<file path="src/rtl/mips_pkg.sv">
// Shared definitions for the MIPS datapath: special instruction words,
// the program-memory state encoding and an address-width helper.
package mips_pkg;

  localparam logic [31:0] NOP_WORD  = 32'h0000_0000;
  localparam logic [31:0] HALT_WORD = 32'hFFFF_FFFF;

  typedef enum logic [1:0] {
    ST_IDLE = 2'd0,
    ST_LOAD = 2'd1,
    ST_RUN  = 2'd2
  } state_t;

  // Word-index width for a memory of the given depth (at least one bit).
  function automatic int idx_width(input int celdas);
    return (celdas > 1) ? $clog2(celdas) : 1;
  endfunction

endpackage

</file>
<file path="src/rtl/empaquetador_bytes.sv">
// Byte-to-word packer: shifts in big-endian bytes and strobes word_valid
// combinationally on the byte that completes a word.
module empaquetador_bytes #(
  parameter int NBITS = 32
) (
  input  logic             i_clk,
  input  logic             i_reset_n,
  input  logic             i_clear,
  input  logic             i_accept,
  input  logic [7:0]       i_byte,
  output logic [NBITS-1:0] o_word,
  output logic             o_word_valid
);

  localparam int NB   = NBITS / 8;
  localparam int CNTW = (NB > 1) ? $clog2(NB) : 1;
  localparam logic [CNTW-1:0] LAST = CNTW'(NB - 1);

  logic [NBITS-9:0] shift_q, shift_d;
  logic [CNTW-1:0]  cnt_q, cnt_d;

  // The current byte is the LSB of the word being assembled.
  assign o_word       = {shift_q, i_byte};
  assign o_word_valid = i_accept && (cnt_q == LAST);

  always_comb begin
    shift_d = shift_q;
    cnt_d   = cnt_q;
    if (i_clear) begin
      shift_d = '0;
      cnt_d   = '0;
    end else if (i_accept) begin
      shift_d = o_word[NBITS-9:0];
      cnt_d   = (cnt_q == LAST) ? '0 : cnt_q + 1'b1;
    end
  end

  always_ff @(posedge i_clk or negedge i_reset_n) begin
    if (!i_reset_n) begin
      shift_q <= '0;
      cnt_q   <= '0;
    end else begin
      shift_q <= shift_d;
      cnt_q   <= cnt_d;
    end
  end

endmodule

</file>
<file path="src/rtl/memoria_programa.sv">
// Run-time loadable instruction memory: packs a byte stream from the debug
// unit into words, then serves registered fetches with halt/fault flags.
module memoria_programa #(
  parameter int               NBITS     = 32,
  parameter int               CELDAS    = 64,
  parameter logic [NBITS-1:0] HALT_WORD = NBITS'(mips_pkg::HALT_WORD)
) (
  input  logic                                  i_clk,
  input  logic                                  i_reset_n,
  input  logic                                  i_load_start,
  input  logic                                  i_load_valid,
  input  logic [7:0]                            i_load_byte,
  output logic                                  o_load_ready,
  output logic                                  o_load_done,
  output logic [mips_pkg::idx_width(CELDAS):0]  o_word_count,
  input  logic                                  i_run,
  input  logic                                  i_enable,
  input  logic [NBITS-1:0]                      i_PC,
  output logic [NBITS-1:0]                      o_Instruction,
  output logic                                  o_halt,
  output logic                                  o_fault,
  output logic [1:0]                            o_state
);

  localparam int AW = mips_pkg::idx_width(CELDAS);
  localparam int CW = AW + 1;
  localparam logic [CW-1:0]    DEPTH    = CW'(CELDAS);
  localparam logic [NBITS-1:0] PC_LIMIT = NBITS'(4 * CELDAS);
  localparam logic [NBITS-1:0] NOP      = NBITS'(mips_pkg::NOP_WORD);

  mips_pkg::state_t  state_q;
  logic [CW-1:0]     wptr_q, count_q;
  logic              ready_q, done_q;
  logic [NBITS-1:0]  instr_q;
  logic              fault_q;
  logic [NBITS-1:0]  mem_q [CELDAS];

  logic              accept, word_valid, wr_en, load_end, pc_bad;
  logic [NBITS-1:0]  packed_word;
  logic [CW-1:0]     wptr_inc;
  logic [AW-1:0]     rd_idx;

  // Load handshake: a byte moves when i_load_valid && o_load_ready are both
  // high on a rising edge; a byte offered together with i_load_start is dropped.
  assign accept   = (state_q == mips_pkg::ST_LOAD) && ready_q && i_load_valid && !i_load_start;
  assign wr_en    = accept && word_valid;
  assign wptr_inc = wptr_q + 1'b1;
  assign load_end = wr_en && ((packed_word == HALT_WORD) || (wptr_inc == DEPTH));
  assign rd_idx   = i_PC[AW+1:2];
  assign pc_bad   = (i_PC[1:0] != 2'b00) || (i_PC >= PC_LIMIT);

  empaquetador_bytes #(.NBITS(NBITS)) u_empaquetador (
    .i_clk        (i_clk),
    .i_reset_n    (i_reset_n),
    .i_clear      (i_load_start),
    .i_accept     (accept),
    .i_byte       (i_load_byte),
    .o_word       (packed_word),
    .o_word_valid (word_valid)
  );

  // Storage is deliberately left out of reset so contents survive it.
  always_ff @(posedge i_clk) begin
    if (wr_en) mem_q[wptr_q[AW-1:0]] <= packed_word;
  end

  always_ff @(posedge i_clk or negedge i_reset_n) begin
    if (!i_reset_n) begin
      state_q <= mips_pkg::ST_IDLE;
      wptr_q  <= '0;
      count_q <= '0;
      ready_q <= 1'b0;
      done_q  <= 1'b0;
      instr_q <= NOP;
      fault_q <= 1'b0;
    end else if (i_load_start) begin
      // Any state restarts the load, dropping a pending partial word.
      state_q <= mips_pkg::ST_LOAD;
      wptr_q  <= '0;
      count_q <= '0;
      ready_q <= 1'b1;
      done_q  <= 1'b0;
      instr_q <= NOP;
      fault_q <= 1'b0;
    end else begin
      case (state_q)
        mips_pkg::ST_IDLE: begin
          instr_q <= NOP;
          fault_q <= 1'b0;
          if (i_run) state_q <= mips_pkg::ST_RUN;
        end
        mips_pkg::ST_LOAD: begin
          instr_q <= NOP;
          fault_q <= 1'b0;
          if (wr_en) begin
            wptr_q  <= wptr_inc;
            count_q <= wptr_inc;
            if (load_end) begin
              done_q  <= 1'b1;
              ready_q <= 1'b0;
              state_q <= mips_pkg::ST_IDLE;
            end
          end
        end
        mips_pkg::ST_RUN: begin
          if (i_enable) begin
            instr_q <= pc_bad ? NOP : mem_q[rd_idx];
            fault_q <= pc_bad;
          end
        end
        default: state_q <= mips_pkg::ST_IDLE;
      endcase
    end
  end

  assign o_load_ready  = ready_q;
  assign o_load_done   = done_q;
  assign o_word_count  = count_q;
  assign o_Instruction = instr_q;
  assign o_fault       = fault_q;
  assign o_halt        = (instr_q == HALT_WORD);
  assign o_state       = state_q;

endmodule

</file>
<file path="config.mk">
export PLATFORM = sky130hd
export DESIGN_NAME = memoria_programa
export DESIGN_NICKNAME = d
export VERILOG_FILES = /design/src/rtl/mips_pkg.sv /design/src/rtl/empaquetador_bytes.sv /design/src/rtl/memoria_programa.sv
export SDC_FILE = /design/constraint.sdc
export NUM_CORES = 2
export LEC_CHECK = 0
export BUFFER_PORTS_ARGS = -buffer_cell sky130_fd_sc_hd__buf_4
export CAP_MARGIN = 10
export CELL_PAD_IN_SITES_DETAIL_PLACEMENT = 2
export CELL_PAD_IN_SITES_GLOBAL_PLACEMENT = 2
export CORE_MARGIN = 2
export CORE_UTILIZATION = 45
export DETAILED_ROUTE_END_ITERATION = 8
export PLACE_DENSITY = 0.74
export SETUP_SLACK_MARGIN = 0.4
export SLEW_MARGIN = 40
export SYNTH_ARGS = -nofsm -noshare
export SYNTH_HDL_FRONTEND = slang
export SYNTH_SLANG_ARGS = --single-unit
</file>
<file path="constraint.sdc">
create_clock -name i_clk -period 3.4 [get_ports i_clk]
set_input_delay 0.34 -clock i_clk [delete_from_list [all_inputs] [get_ports i_clk]]
set_output_delay 0.34 -clock i_clk [all_outputs]
set_load 0.02 [all_outputs]
</file>
# Word-level counts from Yosys, hierarchy flattened
# Memories as Yosys holds them, arrays and structs flattened.
# Index checks and enable logic that the tools add are counted.
# word_totals
register_bits	70
mem_bits_rw	2048
in_bits	46
out_inout_bits	45
n_memories	1
# memory_table
memory	words	word_bits	rd	rd_clocked_by_memory_dff	write_ports	line_no	rtl
mem_q	64	32	1	0	1	memoria_programa.sv:36	logic [NBITS-1:0] mem_q [CELDAS];
# op_classes
n_addsub	2
order_cmp	1
eq_ne	11
n_mux	30
n_reduce_logical	21
# ops
cell	count
32-bit 2-to-1 mux	3
32-bit == test, second input constant	2
32-bit one-hot mux with 2 select lines	1
24-bit 2-to-1 mux	2
32-bit by 9-bit greater-or-equal comparator with 1-bit output, second input constant	1
7-bit 2-to-1 mux	3
2-bit 2-to-1 mux	7
1-bit 2-to-1 mux	12
3-bit inequality test, second input constant	4
2-bit nonzero test	5
7-bit by 1-bit adder with 7-bit output, second input constant	1
7-bit == test, second input constant	1
1-bit logical AND	6
2-bit one-hot mux with 3 select lines	1
2-bit == test, second input constant	2
2-bit AND reduction	2
4-bit AND reduction	1
3-bit AND reduction	1
3-bit nonzero test	1
2-bit by 1-bit adder with 2-bit output, second input constant	1
2-bit by 1-bit == test with 1-bit output, second input constant	1
2-bit logical NOT	1
1-bit logical OR	2
2-bit inequality test, second input constant	1
3 further kinds	3

# Depth between registers and ports, before layout
# depth
ltp_word	11
mapped_depth	11

# Cells and area by module
# From an unflattened synthesis, not the netlist that was laid out.
# unflattened
cells_unflattened	4290
hier_area_um2	82439.1
# by_module_without_submodules
mod	n_inst	cells_each	area_per_inst_um2	seq_area_each_um2
memoria_programa	1	4196	81285.5	62600.0
empaquetador_bytes	1	94	1153.6	650.6

# Least setup slack after synthesis
# Ideal clock, no wire load.
# synth_path
path_kind	register -> register
startpoint	register state_q[1], in the netlist o_state[1]
endpoint	memory mem_q[61][0], enable pin
setup_ns	0.421
t_arrival_ns	3.030
required_ns	2.979
path_slack_ns	-0.052
stages_incl_launch_ff	7
synth_period_minus_slack_ns	3.452
cell_sequence	dfrtp_1 and4b_1 buf_2 nand2_1 nor3_1 nand3_1 nor2_1
# synth_via
elab_chain_len	8
# synth_lines
item	line_no	rtl
from (decl)	memoria_programa.sv:31	mips_pkg::state_t state_q;
from (signal assigned)	memoria_programa.sv:69	state_q <= mips_pkg::ST_IDLE;
from (signal assigned)	memoria_programa.sv:78	state_q <= mips_pkg::ST_LOAD;
from (signal assigned)	memoria_programa.sv:90	if (i_run) state_q <= mips_pkg::ST_RUN;
2-bit by 1-bit == test with 1-bit output (*)	memoria_programa.sv:45	assign accept = (state_q == mips_pkg::ST_LOAD) && ready_q && i_load_valid && !i_load_start;
1-bit logical AND (*) (3 in series)	memoria_programa.sv:45	
1-bit logical AND	empaquetador_bytes.sv:24	assign o_word_valid = i_accept && (cnt_q == LAST);
1-bit logical AND (*)	memoria_programa.sv:46	assign wr_en = accept && word_valid;
1-bit 2-to-1 mux (*)	memoria_programa.sv:64	if (wr_en) mem_q[wptr_q[AW-1:0]] <= packed_word;
1-bit 2-to-1 mux (implied by the code) (*)	memoria_programa.sv:64	
to (decl)	memoria_programa.sv:36	
# Every way passes the cells marked *; elsewhere a longest branch is shown, timed or not.

# Worst setup path after layout
# layout_path
startpoint	register instr_q[3], in the netlist o_Instruction[3]
endpoint	output port o_halt
# layout_via
elab_chain_len	1
# layout_lines
item	line_no	rtl
from (decl)	memoria_programa.sv:34	logic [NBITS-1:0] instr_q;
from (signal assigned)	memoria_programa.sv:107	instr_q <= pc_bad ? NOP : mem_q[rd_idx];
32-bit == test	memoria_programa.sv:121	assign o_halt = (instr_q == HALT_WORD);
to (decl)	memoria_programa.sv:20	output logic o_halt,
# No other way between the ends.

==> reports/results.ini <==
[run_status]
status=complete, no violations

[worst_setup_path]
cp_max_fo=3
critPathTopFamily=simple AND/OR/NAND/NOR gates
max_stage_delay_ps=700
r2r-end=mem_q[39][0]$_DFFE_PP_
worstReg2RegStart=o_state[1]$_DFFE_PN0P_
timing.critical_path.buf_inv=1
critical_path_class=reg -> out
cp-end-kind=primary output
required_ps=3060
worstPathArrival_ps=2710
start_kind=register
reg2reg_setup_slack_ps=420
crit_path_cell_trace=nand4_1 > or4_1 > nor2_2 > buf_4
r2r_cells=7
cp_slowest_cell=dfrtp_1

[drt]
wl_um=314900
ant_nets=0
drtIter0Drc=7412
vias=46980
drt-vias-per-instance=6.741
avgRoutedWirePerCell_um=45.19
drtPass1Iterations=7
drc=0

[synth]
async_flop_share=0.03305
ys_seq_area_frac=0.7743
ys.flop_type=edfxtp_1
synth_top_family_by_area=multiplexers
ys_ff_latch=2118
yosysUniqueCellTypes=64
synth_adder_area_share=0.0003063
syn_avg_cell_area_sq_um=20.37
syn_nets=4059
netlist_instances=4011
synth_mux_area_frac=0.1439
ys_warn_count=0
yosysTopAreaCell=edfxtp_1
netlist.area_leader.share=0.7529
syn_area_sq_um=81680
synthXorXnorAreaFrac=0.0006433
synth-simple-area-share=0.02457
synth_edf_count=2048
synth_top_cells_by_area=edfxtp_1 75%, mux4_2 9.2%, mux2i_1 4.9%
synth-compound-area-share=0.03828

[global_route]
grt_pass1_wl_um=431400
first_global_vias=49450
grt_antenna_before_repair=19
track_usage=0.3398
grt_max_degree=67
grt_overflow=0

[timing]
min_period_over_period=0.8975
max_slew_margin=0.3481
tightestPinTransition_ps=977.8
max_freq_mhz=327.7
drv_slew=0
clock-skew-final_ps=31.79
final-setup-viol-count=0
finalHoldViolCount=0
rsz0062_at_grt=true
final.min_clock_period_ps=3052
setup_tns_ps=0

[clock_network]
clock_path_buffers=3
htree_levels=4
clk_latency_ps=870
cts_buffers=215
cts_sinks=2118
cts-root-buf=clkbuf_16
clkTransAtPathRegs_ps=70
cts_tree=yes

[floorplanning]
io_pins=91
coreArea_sq_um=180500
start_util=0.4524
fp-row-count=156
dieArea_sq_um=184900
fp.dieH_um=430.1
fp.dieW_um=430.1

[placed_design]
dp_hpwl_um=174400
place.gp.congestion=0.8734
place.port_buffers=90
dpl-instance-area_sq_um=87450

[final_layout]
areaGrowthSynthToFinish_pct=15.65
nets=4457
finish.instance_area_sq_um=94470
final_cell_mix=2048 x edfxtp_1, 400 x mux2i_1, 332 x mux4_2, 276 x buf_4, 219 x clkbuf_16
post_route_cells_drive_above_1_share=0.2516
final_common_cell=edfxtp_1

[run]
drv_cap=0

[min_path]
hold_class=in -> async

[power]
leakage_nw=30.80
power_density_nw_per_um2=577.0
ir_worst_vdd_mv=0.4236

==> layer usage <==
| metal | global-route usage | share of wire | vias up | wire length, um |
|---|---|---|---|---|
| li1 | - | - | 17450 | - |
| met3 | 0.06492 | 0.097 | 796 | 30480 |
| met4 | 0.1660 | 0.058 | 10 | 18240 |
| met2 | 0.5369 | 0.47 | 3420 | 148500 |
| met1 | 0.4556 | 0.37 | 25300 | 117600 |
| met5 | 0 | 0.00023 | - | 72 |
==> cell families (layout without fill, tap and decap cells) <==
group	count (synthesis)	count (layout)
AO/OA/AOI/OAI	456	456
buffers and inverters	229	812
other	0	5
multiplexers	747	747
adder cells (fa/ha/maj)	2	2
flip-flops	2118	2118
AND/OR/NAND/NOR	453	453
XOR/XNOR	6	6
==> cells in the mapped netlist, types with 5 or more instances <==
master	number
nor3_1	38
o21ai_1	9
a22oi_1	139
buf_4	55
a21oi_1	54
buf_6	33
a22o_1	6
buf_2	63
o211ai_1	7
nand2_1	152
buf_1	9
nor2_1	145
and2_1	5
o31ai_1	5
nor4_1	13
o221ai_1	23
a31oi_1	13
mux2i_1	400
nand2b_1	6
clkbuf_1	59
mux4_2	332
or3_1	5
o21ai_0	31
dfrtp_1	70
edfxtp_1	2048
mux4_1	7
mux2_2	8
nor2b_1	15
nand3_1	42
a211oi_1	22
nand4_1	18
a311oi_1	9
o22ai_1	109
==> area by class of cell <==
type                       count  area, sq um
inverter                       3        12.51
tap                         2370         2965
antenna                        5        12.51
fill                       15360        86080
timing repair buffer         407         4123
sequential                  2118        63290
clock inverter               128        749.5
multi-input combinational   1664        17550
clock buffer                 274         5767
==> where the power goes <==
group / total [mW] / switching (mW) / internal (mW)
Combinational: 2.77 / 1.91 / 0.869
Clock: 23.2 / 10.9 / 12.3
Sequential: 28.5 / 0.0125 / 28.5
Total: 54.5 / 12.8 / 41.7
==> per-stage QoR <==
stage / hold WS [ps] / cells / power (mW) / setup WS (ps) / utilization
after floorplan: 44.41 / 4011 / 30.39 / -51.61 / -
after global placement: 473.5 / 6539 / 31.50 / 75.32 / 0.4843
after detailed placement: 420.9 / 6539 / 31.68 / -148.0 / 0.4844
after CTS: 49.02 / 6957 / 54.55 / 409.9 / 0.5215
after global routing: 95.60 / 6966 / 55.43 / 216.0 / 0.5232
final: 73.30 / 6969 / 54.50 / 348.4 / 0.5232
==> registers in the layout (all words and copies together), names as in the netlist <==
register and flops:
mem_q 2048, u_empaquetador.shift_q 24, o_fault 1, o_load_ready 1
o_state 2, o_word_count 7, o_load_done 1, u_empaquetador.cnt_q 2
o_Instruction 32
==> what timing repair did <==
item                                   4_1_cts  5_1_grt
hold buffers                                11        0
gates resized for setup                     18       25
setup endpoints to repair                  993      842
setup buffers                                5        4
endpoints found under the hold margin       94        0
pin swaps                                    2        2
==> worst max-delay path by stage <==
stage	end	slack (ps)	cells past startpoint	start
2_1_floorplan	mem_q[61][0]$_DFFE_PP_	-50	6	o_state[1]$_DFFE_PN0P_
3_3_place_gp	o_Instruction[2]$_DFFE_PN0P_	80	9	i_PC[3]
3_5_place_dp	o_Instruction[19]$_DFFE_PN0P_	-150	7	i_PC[3]
4_1_cts	o_halt	410	4	o_Instruction[3]$_DFFE_PN0P_
5_1_grt	o_fault$_DFFE_PN0P_	220	10	i_PC[20]
6_report	o_halt	350	4	o_Instruction[3]$_DFFE_PN0P_
Note: power is estimated with default switching activity, not from simulation.
